==> config.mk <==
export PLATFORM = sky130hd
export DESIGN_NAME = ps2_rx
export DESIGN_NICKNAME = d
export VERILOG_FILES = /design/src/rtl/ps2_rx.sv
export SDC_FILE = /design/constraint.sdc
export NUM_CORES = 1
export LEC_CHECK = 0
export CORE_ASPECT_RATIO = 1.5
export CORE_MARGIN = 5
export CORE_UTILIZATION = 52
export DETAILED_ROUTE_END_ITERATION = 10
export GPL_TIMING_DRIVEN = 0
export HOLD_SLACK_MARGIN = 0.02
export PLACE_DENSITY_LB_ADDON = 0.2
export SYNTH_ARGS = -nofsm -noshare
export SYNTH_HDL_FRONTEND = slang
export SYNTH_SLANG_ARGS = --single-unit
export TNS_END_PERCENT = 5
==> constraint.sdc <==
create_clock -name clk -period 1.84 [get_ports clk]
set_input_delay 0.184 -clock clk [delete_from_list [all_inputs] [get_ports clk]]
set_output_delay 0.184 -clock clk [all_outputs]
set_load 0.03 [all_outputs]
==> src/rtl/ps2_rx.sv <==
// PS/2 device-to-host receiver: pin synchronisers, clock glitch filter, frame FSM and timeout.
// Define PS2_RX_PARITY_CHECK_EN to evaluate odd parity; otherwise the parity bit is consumed unchecked.
module ps2_rx #(
    parameter int FILTER_LEN     = 4,
    parameter int TIMEOUT_CYCLES = 100000
) (
    input  logic       clk,
    input  logic       reset_n,
    input  logic       ps2_in__clk,
    input  logic       ps2_in__data,
    output logic       ps2_rx__valid,
    output logic [7:0] ps2_rx__data,
    output logic       ps2_rx__parity_error,
    output logic       ps2_rx__framing_error,
    output logic       ps2_rx__timeout
);

    localparam logic [3:0]  FILT_MAX = 4'(FILTER_LEN - 1);
    localparam logic [16:0] TO_MAX   = 17'(TIMEOUT_CYCLES - 1);

    typedef enum logic [1:0] {S_IDLE, S_DATA, S_PARITY, S_STOP} state_t;

    state_t      r_state;
    state_t      w_state_nxt;
    logic        r_clk_s1, r_clk_s2;
    logic        r_dat_s1, r_dat_s2;
    logic        r_filt_clk;
    logic [3:0]  r_filt_cnt;
    logic        r_fall;
    logic [2:0]  r_bit_cnt;
    logic [7:0]  r_shift;
    logic [16:0] r_to_cnt;
    logic        r_valid;
    logic [7:0]  r_data;
    logic        r_ferr;
    logic        r_timeout;
    logic        w_shift;
    logic        w_done;
    logic        w_to_hit;
    logic        w_flip;

    always_ff @(posedge clk or negedge reset_n) begin
        if (!reset_n) begin
            r_clk_s1 <= 1'b1;
            r_clk_s2 <= 1'b1;
            r_dat_s1 <= 1'b1;
            r_dat_s2 <= 1'b1;
        end else begin
            r_clk_s1 <= ps2_in__clk;
            r_clk_s2 <= r_clk_s1;
            r_dat_s1 <= ps2_in__data;
            r_dat_s2 <= r_dat_s1;
        end
    end

    // The filtered clock flips on the FILTER_LEN-th consecutive differing sample.
    assign w_flip = (r_clk_s2 != r_filt_clk) && (r_filt_cnt == FILT_MAX);

    always_ff @(posedge clk or negedge reset_n) begin
        if (!reset_n) begin
            r_filt_clk <= 1'b1;
            r_filt_cnt <= 4'd0;
            r_fall     <= 1'b0;
        end else begin
            r_fall <= w_flip && r_filt_clk;
            if (r_clk_s2 == r_filt_clk || w_flip) begin
                r_filt_cnt <= 4'd0;
            end else begin
                r_filt_cnt <= r_filt_cnt + 4'd1;
            end
            if (w_flip) begin
                r_filt_clk <= ~r_filt_clk;
            end
        end
    end

    assign w_to_hit = (r_state != S_IDLE) && !r_fall && (r_to_cnt == TO_MAX);

    always_ff @(posedge clk or negedge reset_n) begin
        if (!reset_n) begin
            r_state <= S_IDLE;
        end else begin
            r_state <= w_state_nxt;
        end
    end

    always_comb begin
        w_state_nxt = r_state;
        w_shift     = 1'b0;
        w_done      = 1'b0;
        if (w_to_hit) begin
            w_state_nxt = S_IDLE;
        end else if (r_fall) begin
            case (r_state)
                S_IDLE: begin
                    if (!r_dat_s2) begin
                        w_state_nxt = S_DATA;
                    end
                end
                S_DATA: begin
                    w_shift = 1'b1;
                    if (r_bit_cnt == 3'd7) begin
                        w_state_nxt = S_PARITY;
                    end
                end
                S_PARITY: begin
                    w_state_nxt = S_STOP;
                end
                S_STOP: begin
                    w_done      = 1'b1;
                    w_state_nxt = S_IDLE;
                end
                default: begin
                    w_state_nxt = S_IDLE;
                end
            endcase
        end
    end

    always_ff @(posedge clk or negedge reset_n) begin
        if (!reset_n) begin
            r_bit_cnt <= 3'd0;
            r_shift   <= 8'h00;
            r_to_cnt  <= 17'd0;
        end else begin
            if (r_state == S_IDLE) begin
                r_bit_cnt <= 3'd0;
            end else if (w_shift) begin
                r_bit_cnt <= r_bit_cnt + 3'd1;
            end
            // LSB arrives first, so each bit enters at the MSB and walks down.
            if (w_shift) begin
                r_shift <= {r_dat_s2, r_shift[7:1]};
            end
            if (r_fall || r_state == S_IDLE || w_to_hit) begin
                r_to_cnt <= 17'd0;
            end else begin
                r_to_cnt <= r_to_cnt + 17'd1;
            end
        end
    end

    always_ff @(posedge clk or negedge reset_n) begin
        if (!reset_n) begin
            r_valid   <= 1'b0;
            r_data    <= 8'h00;
            r_ferr    <= 1'b0;
            r_timeout <= 1'b0;
        end else begin
            r_valid   <= w_done;
            r_ferr    <= w_done && !r_dat_s2;
            r_timeout <= w_to_hit;
            if (w_done) begin
                r_data <= r_shift;
            end
        end
    end

`ifdef PS2_RX_PARITY_CHECK_EN
    logic r_par;
    logic r_perr;

    always_ff @(posedge clk or negedge reset_n) begin
        if (!reset_n) begin
            r_par  <= 1'b0;
            r_perr <= 1'b0;
        end else begin
            if (r_fall && r_state == S_PARITY) begin
                r_par <= r_dat_s2;
            end
            // Good parity means an odd number of ones across data and parity.
            r_perr <= w_done && !(^{r_shift, r_par});
        end
    end

    assign ps2_rx__parity_error = r_perr;
`else
    assign ps2_rx__parity_error = 1'b0;
`endif

    assign ps2_rx__valid         = r_valid;
    assign ps2_rx__data          = r_data;
    assign ps2_rx__framing_error = r_ferr;
    assign ps2_rx__timeout       = r_timeout;

endmodule

==> results of run 1 <==
-- worst paths after layout --
path	startpoint	to	slack (ps)	cells after the start
worst max-delay path	r_state[1]	r_shift[0]	60	5
worst min-delay path	ps2_in__clk	r_clk_s1	280	1
worst max register to register	r_state[1]	r_shift[0]	60	5
worst min register to register	r_clk_s1	r_clk_s2	360	0
max in group asynchronous	reset_n	r_dat_s1	890	3
min in group asynchronous	reset_n	ps2_rx__valid	350	2
-- state kept, by name, summed over array words and instances (netlist names) --
name,count
ps2_rx__timeout,1
r_clk_s1,1
r_filt_clk,1
ps2_rx__framing_error,1
r_dat_s2,1
r_bit_cnt,3
ps2_rx__valid,1
r_dat_s1,1
ps2_rx__data,8
r_state,2
r_shift,8
r_filt_cnt,4
r_clk_s2,1
r_to_cnt,17
r_fall,1
-- metal layers --
layer	vias to the layer above	global-route usage (%)	part of all wire (%)
met2	28	25.59	55
met5	-	0	0
met4	0	5.719	2.3
met3	9	3.113	3.6
li1	700	-	-
met1	721	15.74	39
-- worst max-delay path, delay by kind of cell, from the launching register on --
kind | cells | cell delay, ps
adder cells (fa/ha/maj) | 1 | 240
buffers and inverters | 2 | 510
flip-flops | 1 | 410
multiplexers | 1 | 400
AND/OR/NAND/NOR | 1 | 110
-- cells in the final DEF (no fill, tap or decap), types with 2 or more instances in the layout --
master / n
a21oi_1: 4
and3_1: 3
and4_1: 2
clkbuf_1: 3
clkbuf_8: 5
clkdlybuf4s50_1: 13
dfrtp_1: 43
dfrtp_2: 3
dfstp_2: 5
ha_1: 7
inv_1: 5
mux2_2: 17
nand2_1: 13
nand3_1: 7
nand4_1: 9
nor2_1: 23
nor4_1: 3
o21ai_0: 4
or3_1: 3
xnor2_1: 7
xor2_1: 10
-- metrics by stage --
step	total power, mW	setup slack, ps	util [%]	TNS (ps)
after floorplan	1.793	27.23	-	0
after global routing	2.949	-64.17	62.22	-428.6
final	2.768	63.97	62.22	0
after CTS	2.779	7.665	61.53	0
after global placement	1.904	-695.7	57.97	-35420
after detailed placement	1.967	-265.4	58.32	-3487
-- power breakdown --
part	internal, mW	switching [mW]
clock network	0.410	0.370
logic	0.245	0.322
registers	1.27	0.156
total	1.92	0.847
-- cell type report --
type                    instances  area (sq um)  area share (%)
plain buffers                   5         30.03           1.147
multi-input cells             129         945.9           36.12
repair buffers                 16         165.2           6.307
inverters                       5         18.77          0.7167
well taps                      46         57.56           2.198
flip-flops and latches         51          1286           49.12
clock inverters                 3         46.29           1.768
clock buffers                   5         68.82           2.628
-- cells by family (layout without fill, tap and decap cells) --
family | after synthesis | in the layout | share of synthesized area (%)
fa+ha+maj | 8 | 8 | 4.464
simple gates | 73 | 73 | 16.52
mux | 18 | 18 | 8.984
other cells | 1 | 1 | 0.1673
compound gates | 12 | 12 | 3.684
xor+xnor | 17 | 17 | 6.641
buf+inv | 11 | 34 | 2.344
flops | 51 | 51 | 57.20
-- timing repair --
action                                 4_1_cts  5_1_grt
hold buffers                                 1        0
resized for setup                            3        7
pin swaps                                    0        2
cloned                                       0        0
endpoints found under the hold margin       16        0
setup endpoints to repair                   19       18
==> flow_summary.json, run 1 <==
{
  "grt_pass1_wl_microns": 6768,
  "power_density_nw_per_um2": 1057,
  "crit_path_max_incr_delay_ps": 420,
  "synth-seq-cells": 51,
  "wirelength_microns": 3738,
  "die-area_sq_um": 5752,
  "worst_path_max_delay_cell": "clkbuf_1",
  "antenna_found_initial": 0,
  "ir_drop_mv": 0.8527,
  "synthTopCellsByArea": "dfrtp_1 51%, mux2_2 8.5%, dfstp_2 5.9%",
  "rsz0062_at_grt": "true",
  "synth_cell_types": 33,
  "htree_levels": 2,
  "synthesis.nets": 203,
  "grt_max_degree": 33,
  "overflow": 0,
  "ys_top_cells_by_count": "46 x dfrtp_1, 24 x nor2_1, 17 x mux2_2, 14 x nand2_1, 10 x xor2_1",
  "skew_ps": 11.19,
  "cts.clk_slew.worst_paths_ps": 100,
  "finalHoldViolations": 0,
  "initial_core_util_pct": 53.27,
  "cp-end-kind": "flop",
  "maxCapViolCount": 0,
  "hold-worst-slack_ps": 281.4,
  "fin_nets": 225,
  "synth_top_area_cell": "dfrtp_1",
  "synth_cells": 191,
  "fin_crit_sh_pct": 96.52,
  "cp-start-kind": "flop",
  "yosys.cell_count.top_type": "dfrtp_1",
  "slew_violations": 0,
  "leakage_nw": 1.209,
  "cp_cell_sequence": "inv_1 -> ha_1 -> nand2_1 -> clkbuf_1 -> mux2_2",
  "cts_sinks": 51,
  "setup_viol": 0,
  "portBuffers": 14,
  "critical_path_class": "reg -> reg",
  "avgSynthCellArea_sq_um": 11.74,
  "grt_pass1_vias": 1530,
  "post_dp_cell_area_sq_um": 2455,
  "core-area_sq_um": 4209,
  "io-pin-count": 16,
  "gp_congestion": 0.8148,
  "yosysSeqAreaShare_pct": 57.20,
  "cts_tree": "yes",
  "firstDrtPassIters": 4,
  "stdcell_area_sq_um": 2619,
  "post_cts.repair.setup_buffers": 0,
  "nFillCells": 348,
  "antenna_cells": 0,
  "clock_tree.root_cell": "clkbuf_8",
  "worst-path-max-fanout": 10,
  "drt.antenna.violating_nets": 0,
  "vias_per_cell": 5.608,
  "synth_flop_cell": "dfrtp_1",
  "fmax_mhz": 563.1,
  "route.detailed.wl_per_inst_microns": 14.38,
  "worst_pin_slew_ps": 520.3,
  "gr-usage-all-layers_pct": 14.21,
  "drc": 0,
  "critPathArrivalTime_ps": 1970,
  "yosysTopAreaCellShare_pct": 51.34,
  "area_growth_pct": 16.80,
  "synth_edf_count": 0,
  "die_w_microns": 63.62,
  "numCtsBuffers": 5,
  "insertion_delay_ps": 300,
  "cts.path.max_buffers": 2,
  "dp_hpwl_microns": 2799,
  "stdcell_count": 260,
  "drive_gt1_share_pct": 21.50,
  "drtIter0Drc": 40,
  "fin_crit_ps": 1776,
  "status": "finished clean",
  "synth_area_sq_um": 2242,
  "fp.dieH_microns": 90.42,
  "crit_required_ps": 2030,
  "hold_class": "in -> reg",
  "dpl.cell_count": 252,
  "yosysWarnings": 0,
  "rows": 29,
  "synth-async-reset-ratio_pct": 100.0,
  "vias": 1458,
  "slew_headroom_pct": 65.32
}
Note: power is estimated with default switching activity, not from simulation.
==> run 2, diff against run 1 <==
- CAP_MARGIN: not set -> 20
- SKIP_CTS_REPAIR_TIMING: not set -> 1
==> results of run 2 <==
Same layout as run 1: the final DEF is identical, and so are final timing and power.
Main changes from that run: wire length of the first global-routing pass 6768 microns -> 6748 microns; via count of the first global-routing pass 1530 -> 1531; overall routing resource usage 14.21% -> 14.19%; met2 usage 25.59% -> 25.51%
==> run 3, diff against run 2 <==
- SKIP_LAST_GASP: not set -> 1
==> run 3 against run 2 <==
  * Setup slack got worse by 44 ps
  * Combinational power barely moved
  * Non-clock buffer count did not move
  * Cell count did not move
  * Total power fell by 0.60%
  * Via count fell by 0.69%
  * Critical path type unchanged
  * Largest power group unchanged
  * Highest routed layer unchanged
==> flow_summary.json, run 3 (synthesis gave the netlist of run 1 again) <==
{
  "crit_path_max_incr_delay_ps": 570,
  "drc": 0,
  "skew_ps": 9.724,
  "cp-start-kind": "flop",
  "cts.path.max_buffers": 2,
  "htree_levels": 2,
  "power_density_nw_per_um2": 1061,
  "vias_per_cell": 5.569,
  "die-area_sq_um": 5752,
  "largest_reg_flops": 17,
  "grt_max_degree": 33,
  "wirelength_microns": 3683,
  "worst-path-stages": 5,
  "grt_pass1_vias": 1531,
  "cts.clk_slew.worst_paths_ps": 90,
  "min-delay-start": "ps2_in__clk",
  "rr_endpoint": "r_to_cnt[13]",
  "portBuffers": 14,
  "status": "finished clean",
  "antenna_found_initial": 0,
  "gp_congestion": 0.8148,
  "fin_nets": 225,
  "fin_crit_ps": 1820,
  "maxCapViolCount": 0,
  "die_w_microns": 63.62,
  "cp-end-kind": "flop",
  "initial_core_util_pct": 53.27,
  "firstDrtPassIters": 4,
  "largest-register": "r_to_cnt",
  "antenna_cells": 0,
  "leakage_nw": 1.207,
  "numCtsBuffers": 5,
  "critPathArrivalTime_ps": 2000,
  "fin_util_pct": 61.59,
  "clock_tree.root_cell": "clkbuf_8",
  "overflow": 0,
  "gr-usage-all-layers_pct": 14.19,
  "critPathBufInv": 1,
  "setup_viol": 0,
  "cts_sinks": 51,
  "hold_class": "in -> reg",
  "drive_gt1_share_pct": 19.16,
  "vias": 1448,
  "rsz0062_at_grt": "true",
  "fin_crit_sh_pct": 98.92,
  "slew_headroom_pct": 65.32,
  "hold_depth": 1,
  "reg2reg_slack_ps": 20,
  "worst_pin_slew_ps": 520.3,
  "dp_hpwl_microns": 2799,
  "hold_end": "r_clk_s1",
  "worst-path-max-fanout": 10,
  "ir_drop_mv": 0.8831,
  "critical_path_class": "reg -> reg",
  "cts_tree": "yes",
  "finalHoldViolations": 0,
  "crit_family": "simple AND/OR/NAND/NOR gates",
  "grt_pass1_wl_microns": 6748,
  "slew_violations": 0,
  "cp_cell_sequence": "nand3_2 -> or4_4 -> o21ai_4 -> buf_6 -> nor2_1",
  "r2r_start": "r_to_cnt[2]",
  "cp-startpoint": "r_to_cnt[2]",
  "fp.dieH_microns": 90.42,
  "route.detailed.wl_per_inst_microns": 14.17,
  "final_common_cell": "dfrtp_1",
  "fin_total_pwr_mw": 2.751,
  "insertion_delay_ps": 300,
  "core-area_sq_um": 4209,
  "fmax_mhz": 549.4,
  "drtIter0Drc": 53,
  "io-pin-count": 16,
  "crit_required_ps": 2020,
  "final_cell_mix": "45 x dfrtp_1, 23 x nor2_1, 17 x mux2_2",
  "worst_path_max_delay_cell": "or4_4",
  "reg2regPathDepth": 5,
  "rows": 29,
  "drt.antenna.violating_nets": 0,
  "area_growth_pct": 15.63
}
## run 3: layout make-up
class | instances | area (sq um)
fill | 354 | 1617
buffer | 5 | 30.03
inverter | 5 | 18.77
tap | 46 | 57.56
multi-input combinational | 129 | 922.1
timing repair buffer | 16 | 165.2
clock inverter | 3 | 46.29
sequential | 51 | 1284
clock buffer | 5 | 68.82
## run 3: worst max-delay path by stage
stage	endpoint
global placement	r_to_cnt[15]
global route	r_to_cnt[15]
detailed placement	r_to_cnt[12]
CTS	r_to_cnt[12]
floorplan	r_to_cnt[15]
finish	r_to_cnt[13]
## run 3: routing by layer
metal / track usage (%) / share of wire (%) / vias to the layer above
li1: - / - / 700
met1: 15.74 / 40 / 707
met2: 25.51 / 54 / 29
met3: 3.113 / 3.0 / 12
met4: 5.719 / 2.9 / 0
met5: 0 / 0 / -
## run 3: power breakdown
part / internal (mW) / switching (mW)
sequential: 1.26 / 0.145
combinational: 0.242 / 0.322
clock: 0.410 / 0.372
## run 3: per-stage QoR
step / instance area (sq um) / hold slack, ps / cells / worst slack (ps) / TNS (ps)
5_1_grt: 2592 / 276.7 / 260 / -77.01 / -1108
2_1_floorplan: 2242 / -111.6 / 191 / 27.23 / 0
4_1_cts: 2570 / -178.5 / 260 / -294.9 / -3902
3_3_place_gp: 2440 / 345.5 / 251 / -695.7 / -35420
3_5_place_dp: 2455 / 153.5 / 252 / -265.4 / -3487
6_report: 2592 / 280.5 / 260 / 19.95 / 0
## run 3: worst register-to-register path, stage by stage, from the launching register on
cell and delay [ps]:
dfrtp_1 450, nand3_2 190, or4_4 570, o21ai_4 260, buf_6 180, nor2_1 50
==> edit, RTL diff (config.mk and constraints of run 2) <==
Build with the macro `PS2_RX_PARITY_CHECK_EN` defined.
--- a/src/rtl/ps2_rx.sv
+++ b/src/rtl/ps2_rx.sv
@@ -2,2 +2,4 @@
 // Define PS2_RX_PARITY_CHECK_EN to evaluate odd parity; otherwise the parity bit is consumed unchecked.
+`define PS2_RX_PARITY_CHECK_EN
+
 module ps2_rx #(
Check against the original RTL: same outputs for any inputs over 10 cycles, from zero or initial values and one cycle with reset_n low; that may be too few to reach the edited logic, so the function may still have changed.
==> edit against run 2 <==
Total power shrank 0.81%. Final area grew 4.0%. Non-clock buffer count grew 1. Routed wire length grew 14%. Count of clock-buffer cells in the layout grew 1. Sequential power is essentially flat. Synthesized area grew 6.1%. Setup slack gained 0.016 ns. Maximum frequency grew 0.90%. Clock skew shrank 0.0067 ns. Sequential cell count grew 2. Final cell count grew 3.5%. Highest routed layer unchanged.
==> edit: results (changes against run 2) <==
| Metric | Value |
|---|---|
| Routed wire per std cell | 15.83 um (+10%) |
| Vias in the first global route | 1677 (+9.5%) |
| Post-synthesis instance total | 198 (+3.7%) |
| Reg2reg end | r_to_cnt[16] |
| Largest fanout on the critical path | 5 (-5) |
| Finished Core Util | 60.95% (-1.3 points) |
| Post-place instance area | 2604 um2 (+6.1%) |
| Slew HR | 65.41% (+0.091 points) |
| Syn_nets | 210 (+3.4%) |
| Post-detailed-placement half-perimeter wirelength | 3183 um (+14%) |
| Period minus WS final | 1.760 ns (-0.01583 ns) |
| Area share of buffers outside the clock network | 7.904% (+0.45 points) |
| Sink Count | 53 (+3.9%) |
| Result of the run | finished, final reports clean |
| M1 GR Usage | 16.91% (+1.2 points) |
| Worst-case register-to-register setup slack | 0.08 ns (+0.02 ns) |
| Multi-input combinational gate total | 134 (+3.9%) |
| Most common library cells after synthesis | sky130_fd_sc_hd__dfrtp_1, sky130_fd_sc_hd__nor2_1, sky130_fd_sc_hd__mux2_2 |
| Share of post-route cells with drive strength above 1 | 19.00% (-2.5 points) |
| Gr usage total | 15.83% (+1.6 points) |
| Tap cells | 48 (+4.3%) |
| Net total in the final layout | 232 (+3.1%) |
| Clock distribution area overhead in the final layout | 4.090% (-0.31 points) |
| Count of filler cells inserted in the layout | 378 (+8.6%) |
| Wire length of the first global-routing pass | 7452 um (+10%) |
| Skew final | 0.004518 ns (-0.006670 ns) |
| Reg-to-Reg Start | r_to_cnt[0] |
| Global routing met3 resource utilization | 3.641% (+0.53 points) |
| Fraction of area in multi-input gates | 36.31% (+0.18 points) |
| Register cell area after layout | 1333 um2 (+3.6%) |
| Met2 Resource Use GR | 29.33% (+3.8 points) |
| Pre-CTS setup slack | 0.04928 ns (+0.3146 ns) |
| Worst vdd rail ir drop | 0.0006785 V (-20%) |
| Final weighted congestion of routability-driven global placement | 0.8654 (+6.2%) |
| Critical Path Max Stage Delay | 0.51 ns (+0.09 ns) |
| Met1 routed wirelength after detailed routing | 1616 um (+9.8%) |
| Crit-path leading delay family | simple AND/OR/NAND/NOR gates |
| Inverter count of the layout excluding clock inverters | 4 (-1) |
| Crit path max-delay cell type | sky130_fd_sc_hd__or4_4 |
| Count of clock-net buffers in the final layout | 6 (+1) |
| Number of standard cells in the layout, taps in and fillers out | 269 (+3.5%) |
==> edit: report_power, final <==
| group | switching [mW] | total (mW) | leakage, nW | internal, mW |
|---|---|---|---|---|
| Clock | 0.363 | 0.771 | 0.0554 | 0.408 |
| Combinational | 0.321 | 0.556 | 0.563 | 0.235 |
| Sequential | 0.114 | 1.42 | 0.707 | 1.30 |
| Total | 0.798 | 2.75 | 1.33 | 1.95 |
==> edit: worst max path at each step <==
stage | startpoint | to | cells past startpoint
finish | r_to_cnt[0] | r_to_cnt[16] | 5
global route | r_to_cnt[0] | r_state[1] | 5
CTS | r_state[1] | r_shift[2] | 5
detailed placement | r_state[1] | r_shift[2] | 5
global placement | reset_n | ps2_rx__framing_error | 1
floorplan | r_to_cnt[0] | r_to_cnt[16] | 5
==> edit: kinds of logic after synthesis <==
kind of cell               share of synthesized area, %
DFF                                               56.02
AOI/OAI and AO/OA                                 4.314
muxes                                             8.942
adders and majority gates                         4.208
buffers and inverters                             2.524
and+or+nand+nor                                   15.68
xor gates and xnor gates                          8.311
